File: src/rtl/clause_verifier_if.sv
// ---------------------------------------------------------------------------
// clause_verifier_if
// Purpose : groups the clause-table write port, the check request and the
//           check result of clause_verifier into one bundle.
// Signals : wr_en/wr_addr/wr_pos/wr_neg - clause-table write
//           start/assignment             - check request
//           busy/done/sat/fail_idx       - check status/result
//           dbg_state                    - FSM state (debug observation)
// Modports: master drives requests and writes, slave is the verifier.
// Handshake: a write is taken on any rising edge where wr_en=1 and busy=0;
//           a start is taken only on an edge where the verifier is idle;
//           done is a one-cycle pulse, sat/fail_idx hold until the next start.
// ---------------------------------------------------------------------------
interface clause_verifier_if #(
    parameter int N = 32,
    parameter int M = 4
);
    localparam int AW = $clog2(M);

    logic          wr_en;
    logic [AW-1:0] wr_addr;
    logic [N-1:0]  wr_pos;
    logic [N-1:0]  wr_neg;
    logic          start;
    logic [N-1:0]  assignment;
    logic          busy;
    logic          done;
    logic          sat;
    logic [AW-1:0] fail_idx;
    logic [1:0]    dbg_state;

    modport master (
        output wr_en, wr_addr, wr_pos, wr_neg, start, assignment,
        input  busy, done, sat, fail_idx, dbg_state
    );

    modport slave (
        input  wr_en, wr_addr, wr_pos, wr_neg, start, assignment,
        output busy, done, sat, fail_idx, dbg_state
    );
endinterface

File: src/rtl/clause_verifier.sv
// ---------------------------------------------------------------------------
// clause_verifier
// Purpose : sequential 3SAT solution checker. Holds M clauses as positive and
//           negative literal masks, latches a candidate assignment on start,
//           evaluates one clause per cycle and reports whether all clauses
//           are satisfied plus the index of the first unsatisfied clause.
// Ports   : clk   - rising-edge clock
//           reset - asynchronous, active-high; clears FSM, outputs, table
//           bus   - clause_verifier_if.slave (write port, start/assignment,
//                   busy/done/sat/fail_idx, dbg_state)
// Options : CLAUSE_VERIFIER_EARLY_EXIT_EN - when defined, the scan stops at the
//           first unsatisfied clause; otherwise all M clauses are scanned.
// ---------------------------------------------------------------------------
module clause_verifier #(
    parameter int N = 32,
    parameter int M = 4
) (
    input  logic               clk,
    input  logic               reset,
    clause_verifier_if.slave   bus
);
    localparam int AW = $clog2(M);

    typedef enum logic [1:0] {
        S_IDLE   = 2'd0,
        S_SCAN   = 2'd1,
        S_REPORT = 2'd2
    } state_t;

    state_t        r_state;
    state_t        w_next_state;

    logic [N-1:0]  r_pos [M];
    logic [N-1:0]  r_neg [M];
    logic [N-1:0]  r_assign;
    logic [AW-1:0] r_idx;
    logic          r_miss;
    logic          r_sat;
    logic [AW-1:0] r_fail_idx;

    logic          w_busy;
    logic          w_wr_ok;
    logic          w_clause_sat;
    logic          w_last;
    logic          w_stop_early;

    // busy/done are decodes of the state register, so they carry no path
    // from any input.
    assign w_busy = (r_state == S_SCAN);

    assign w_wr_ok = bus.wr_en && !w_busy && (32'(bus.wr_addr) < M);

    // An all-zero entry yields 0 here, so an empty clause is never satisfied.
    assign w_clause_sat = (|(r_pos[r_idx] & r_assign)) | (|(r_neg[r_idx] & ~r_assign));
    assign w_last       = (r_idx == AW'(M - 1));

`ifdef CLAUSE_VERIFIER_EARLY_EXIT_EN
    assign w_stop_early = !w_clause_sat;
`else
    assign w_stop_early = 1'b0;
`endif

    // State register
    always_ff @(posedge clk or posedge reset) begin
        if (reset) begin
            r_state <= S_IDLE;
        end else begin
            r_state <= w_next_state;
        end
    end

    // Next-state logic
    always_comb begin
        w_next_state = r_state;
        case (r_state)
            S_IDLE: begin
                if (bus.start) begin
                    w_next_state = S_SCAN;
                end
            end
            S_SCAN: begin
                if (w_last || w_stop_early) begin
                    w_next_state = S_REPORT;
                end
            end
            S_REPORT: begin
                w_next_state = S_IDLE;
            end
            default: begin
                w_next_state = S_IDLE;
            end
        endcase
    end

    // Clause table. Writes are blocked only while scanning, so a write on the
    // same idle edge as start is visible to the first clause evaluation.
    always_ff @(posedge clk or posedge reset) begin
        if (reset) begin
            for (int i = 0; i < M; i++) begin
                r_pos[i] <= '0;
                r_neg[i] <= '0;
            end
        end else if (w_wr_ok) begin
            r_pos[bus.wr_addr] <= bus.wr_pos;
            r_neg[bus.wr_addr] <= bus.wr_neg;
        end
    end

    // Scan datapath and held results
    always_ff @(posedge clk or posedge reset) begin
        if (reset) begin
            r_assign   <= '0;
            r_idx      <= '0;
            r_miss     <= 1'b0;
            r_sat      <= 1'b0;
            r_fail_idx <= '0;
        end else begin
            case (r_state)
                S_IDLE: begin
                    if (bus.start) begin
                        r_assign   <= bus.assignment;
                        r_idx      <= '0;
                        r_miss     <= 1'b0;
                        r_sat      <= 1'b0;
                        r_fail_idx <= '0;
                    end
                end
                S_SCAN: begin
                    // Only the first miss is recorded; later misses are
                    // still scanned in the full-scan build but ignored.
                    if (!w_clause_sat && !r_miss) begin
                        r_miss     <= 1'b1;
                        r_fail_idx <= r_idx;
                    end
                    if (w_next_state == S_REPORT) begin
                        r_sat <= !r_miss && w_clause_sat;
                    end else begin
                        r_idx <= r_idx + 1'b1;
                    end
                end
                default: begin
                end
            endcase
        end
    end

    assign bus.busy      = w_busy;
    assign bus.done      = (r_state == S_REPORT);
    assign bus.sat       = r_sat;
    assign bus.fail_idx  = r_fail_idx;
    assign bus.dbg_state = r_state;

endmodule

File: src/flat_wrapper.sv
// flat-port wrapper written by rule: the top's interface ports become plain ports
module clause_verifier_flat 
#(
    parameter int N = 32,
    parameter int M = 4
)
  (clk, reset, bus_wr_en, bus_wr_addr, bus_wr_pos, bus_wr_neg, bus_start, bus_assignment, bus_busy, bus_done, bus_sat, bus_fail_idx, bus_dbg_state);
  clause_verifier_if #(.N(N), .M(M)) bus_i ();
  input  logic clk;
  input  logic reset;
  input wire logic [$bits(bus_i.wr_en)-1:0] bus_wr_en;
  input wire logic [$bits(bus_i.wr_addr)-1:0] bus_wr_addr;
  input wire logic [$bits(bus_i.wr_pos)-1:0] bus_wr_pos;
  input wire logic [$bits(bus_i.wr_neg)-1:0] bus_wr_neg;
  input wire logic [$bits(bus_i.start)-1:0] bus_start;
  input wire logic [$bits(bus_i.assignment)-1:0] bus_assignment;
  output wire logic [$bits(bus_i.busy)-1:0] bus_busy;
  output wire logic [$bits(bus_i.done)-1:0] bus_done;
  output wire logic [$bits(bus_i.sat)-1:0] bus_sat;
  output wire logic [$bits(bus_i.fail_idx)-1:0] bus_fail_idx;
  output wire logic [$bits(bus_i.dbg_state)-1:0] bus_dbg_state;
  assign bus_i.wr_en = bus_wr_en;
  assign bus_i.wr_addr = bus_wr_addr;
  assign bus_i.wr_pos = bus_wr_pos;
  assign bus_i.wr_neg = bus_wr_neg;
  assign bus_i.start = bus_start;
  assign bus_i.assignment = bus_assignment;
  assign bus_busy = bus_i.busy;
  assign bus_done = bus_i.done;
  assign bus_sat = bus_i.sat;
  assign bus_fail_idx = bus_i.fail_idx;
  assign bus_dbg_state = bus_i.dbg_state;
  clause_verifier #(.N(N), .M(M)) u_core (.clk(clk), .reset(reset), .bus(bus_i));
endmodule
File: config.mk
export PLATFORM = sky130hd
export DESIGN_NAME = clause_verifier_flat
export DESIGN_NICKNAME = d
export VERILOG_FILES = /design/src/rtl/clause_verifier_if.sv /design/src/rtl/clause_verifier.sv /design/src/flat_wrapper.sv
export SDC_FILE = /design/constraint.sdc
export NUM_CORES = 1
export LEC_CHECK = 0
export ABC_AREA = 1
export BUFFER_PORTS_ARGS = -buffer_cell sky130_fd_sc_hd__buf_2
export CORE_MARGIN = 5
export CORE_UTILIZATION = 52
export DETAILED_ROUTE_END_ITERATION = 16
export PLACE_DENSITY = 0.8
export SLEW_MARGIN = 20
export SYNTH_ARGS = -nofsm -noshare
export SYNTH_HDL_FRONTEND = slang
export SYNTH_SLANG_ARGS = --single-unit
File: constraint.sdc
create_clock -name clk -period 15.4 [get_ports clk]
set_clock_uncertainty 0.1 [all_clocks]
set_input_delay 0.77 -clock clk [delete_from_list [all_inputs] [get_ports clk]]
set_output_delay 0.77 -clock clk [all_outputs]
set_load 0.01 [all_outputs]
==> metrics.md <==
| Metric | Value |
|---|---|
| Total grt overflow | `0` |
| # H-tree levels | `1` |
| Wire per inst | `16.0 um` |
| Pwr/cell area | `~210 nW/um2` |
| Top_reg_cell synth | `dfrtp_1` |
| CP peak stage delay | `0.89 ns` |
| Clock transition at the registers of the reported paths | `~0.06 ns` |
| Die height | `173 um` |
| Tightest Hold Check Type | `input port to asynchronous set/reset pin` |
| Yosys top cell area share | `53.7%` |
| CTS tree | `built` |
| Filler Cells Inserted | `2312` |
| Clk root buf | `clkbuf_16` |
| Final WS setup | `between 10 and 15 ns` |
| DR vias | `around 12000` |
| Mapped Avg Cell Area | `7.51 um2` |
| Storage cell area | `7410 um2` |
| Final hold vios | `0` |
| Peak supply drop | `0.111 mV` |
| Dpl hpwl | `22500 um` |
| Clock Latency Late Sink | `between 0.5 and 0.6 ns` |
| Clk buf depth | `3` |
| Reg2Reg Depth | `15` |
| Part of the cycle the worst path needs | `between 20% and 30%` |
| Most frequent CP cell | `nand2_1` |
| Synth cell types | `15` |
| First-pass GRT wire length | `around 60000 um` |
| DRT Wirelength | `35800 um` |
| Post-DP Area | `14400 um2` |
| WP data arrival | `about 4.0 ns` |
| Reg2reg start | `u_core.r_idx[0]` |
| Fin crit period | `3.63 ns` |
| Drt via density | `5.24` |
| Lkg Pwr | `8.39 nW` |
| Status | `completed` |
| Ranking of synthesized cells by area | `dfrtp_1 (54%), nand2_1 (21%), o21ai_0 (12%)` |
| Worst Setup End Kind | `flip-flop` |
| Initial antenna violation count | `0` |
| Setup_tns | `0 ns` |
| Crit-path cells | `inv_4 -> buf_4 -> nand2_1 -> nand3_1 -> nand2_1 -> nand2_1 -> nand2_1 -> nor2_1 -> nand2_1 -> nor2_1 -> nand2_1 -> nor2_1 -> nand2_1 -> nand3_1 -> nand2_1` |
| Crit-path slowest cell | `buf_4` |
| RSZ-0062 raised after global routing | `no` |
| Num CTS Buffers | `31` |
| Clock sink count | `296` |
| Async SR Flop Fraction | `100%` |
| Flops & latches, synth | `296` |
| Fmax | `0.275 GHz` |
| Sequential share of the synthesized area | `roughly 54%` |
| FF-to-FF End | `u_core.bus.fail_idx[1]` |
| Port-buffer cells | `108` |
| Synthesized Nets | `1940` |
| 1st-iter DRT viols | `1206` |
| Pins Over Slew Limit | `0` |
| Worst slew margin | `29.8%` |
| Yosys Warn Count | `0` |
| Critical Path Source Type | `flip-flop` |
| Cts hold-fix bufs | `0` |
| Largest net degree at the start of global routing | `160` |
| DRC | `0` |
| # IOs | `109` |
| Layout cells sized above 1 | `9.39%` |
| Place WS | `roughly 12 ns` |
| DRT Pass-1 Iters | `5` |
| Worst-Margin Slew | `1.05 ns` |
| CP Data Required Time | `~16 ns` |
| Crit-path max FO | `96` |
| Setup Viol. Count Final | `0` |
| R2r setup slk | `11.77 ns` |
| FP Rows | `59` |
| Design area | `15400 um2` |
| Max cap viols | `0` |
| Multi-input gate area | `5120 um2` |
| N_diodes | `0` |
| Core Region | `26100 um2` |
| Synth Instances | `1837` |
| Antenna-violating nets left | `0` |
| Layout area overhead | `11.9%` |
| Total GRT Usage | `23.6%` |
| Critical path class | `flip-flop to flip-flop` |
| Post-CTS setup repair buffer count | `0` |
| GPL Wtd Cong | `0.855` |
| Share of the core filled with cells | `59.2%` |
| Number of global-route vias before repair | `11400` |
| Initial core utilization | `52.9%` |
| CTS resizes | `0` |
| Post-synthesis cell area | `about 14000 um2` |
| Synth area leader | `dfrtp_1` |
| DIE WIDTH | `173 um` |
| Top cells by count, synth | `nand2_1 (755), o21ai_0 (326), dfrtp_1 (296)` |
| Die area | `roughly 30000 um2` |
| Post-synth EDFFs | `0` |
| Most frequent cell after synthesis | `nand2_1` |
| Net count, final | `about 2000` |
## per-stage QoR
stage	instances	power (mW)	hold slack, ns
CTS	2241	3.32	0.314
global placement	2184	2.49	0.361
floorplan	1837	2.23	0.348
global route	2241	3.60	0.326
finish	2241	3.32	0.307
detailed placement	2184	2.55	0.368
## cell type report
class	instances	share of cell area [%]
flip-flops and latches	296	48.0
multi-input cells	1222	33.2
clock buffers	46	6.04
inverters	214	5.27
repair buffers	117	4.02
well taps	335	2.72
clock inverters	11	0.738
## power by group
part           leakage (nW)  total, mW  switching [mW]  internal, mW
sequential             3.69       1.39           0.234          1.15
clock                 0.516      0.754           0.304         0.450
combinational          4.18       1.17           0.768         0.407
total                  8.39       3.32            1.31          2.01
## state kept, by name, indices dropped and copies added, names as in the netlist
register / cells
u_core.r_assign: 32
u_core.bus.dbg_state: 2
u_core.bus.sat: 1
u_core.r_neg: 128
u_core.r_miss: 1
u_core.r_pos: 128
u_core.bus.fail_idx: 2
u_core.r_idx: 2
## cell families (layout without fill, tap and decap cells)
logic type / Yosys count / after routing / share of synthesized area [%]
AOI/OAI and AO/OA: 333 / 333 / 12.1
adders and majority gates: 1 / 1 / 0.0907
buffers and inverters: 319 / 388 / 9.41
DFF: 296 / 296 / 53.7
and+or+nand+nor: 888 / 888 / 24.7
## per-layer routing
layer | GRT usage (%) | part of all wire [%]
met1 | 32.6 | 43
met2 | 38.5 | 47
met3 | 3.91 | 6.7
met4 | 7.37 | 2.8
met5 | 0 | 0
## critical path, delay by kind of cell (launching register included)
| family | cells | cell delay (ns) |
|---|---|---|
| DFF | 1 | 0.75 |
| buffers and inverters | 2 | 1.27 |
| and+or+nand+nor | 13 | 1.35 |
## worst max-delay path by stage
stage | from | end | slack (ns) | cells after the start
3_5_place_dp | u_core.r_idx[0] | u_core.bus.fail_idx[0] | 11.88 | 15
6_report | u_core.r_idx[0] | u_core.bus.fail_idx[1] | 11.77 | 15
3_3_place_gp | u_core.r_idx[0] | u_core.bus.fail_idx[1] | 11.95 | 15
5_1_grt | u_core.r_idx[0] | u_core.bus.fail_idx[0] | 11.48 | 15
2_1_floorplan | reset | u_core.bus.dbg_state[0] | 6.35 | 1
4_1_cts | u_core.r_idx[0] | u_core.bus.fail_idx[0] | 11.80 | 15
## cells in the final DEF (no fill, tap or decap)
cell type	Yosys	layout
nand3_1	58	56
nand3_4	0	2
buf_4	5	8
dfrtp_2	0	1
dfrtp_1	296	294
nand2_1	755	753
inv_1	212	210
inv_8	0	1
dfrtp_4	0	1
clkinv_2	0	6
inv_2	1	2
bufinv_16	0	2
inv_6	0	1
buf_12	0	1
nor2_1	75	75
ha_1	1	1
o21ai_0	326	326
nand2_4	0	2
clkbuf_8	0	10
clkinvlp_4	0	2
clkbuf_1	74	5
o21ai_1	7	7
clkbuf_16	0	31
inv_4	1	1
buf_2	9	108
Power figures use the tool's default switching activity.
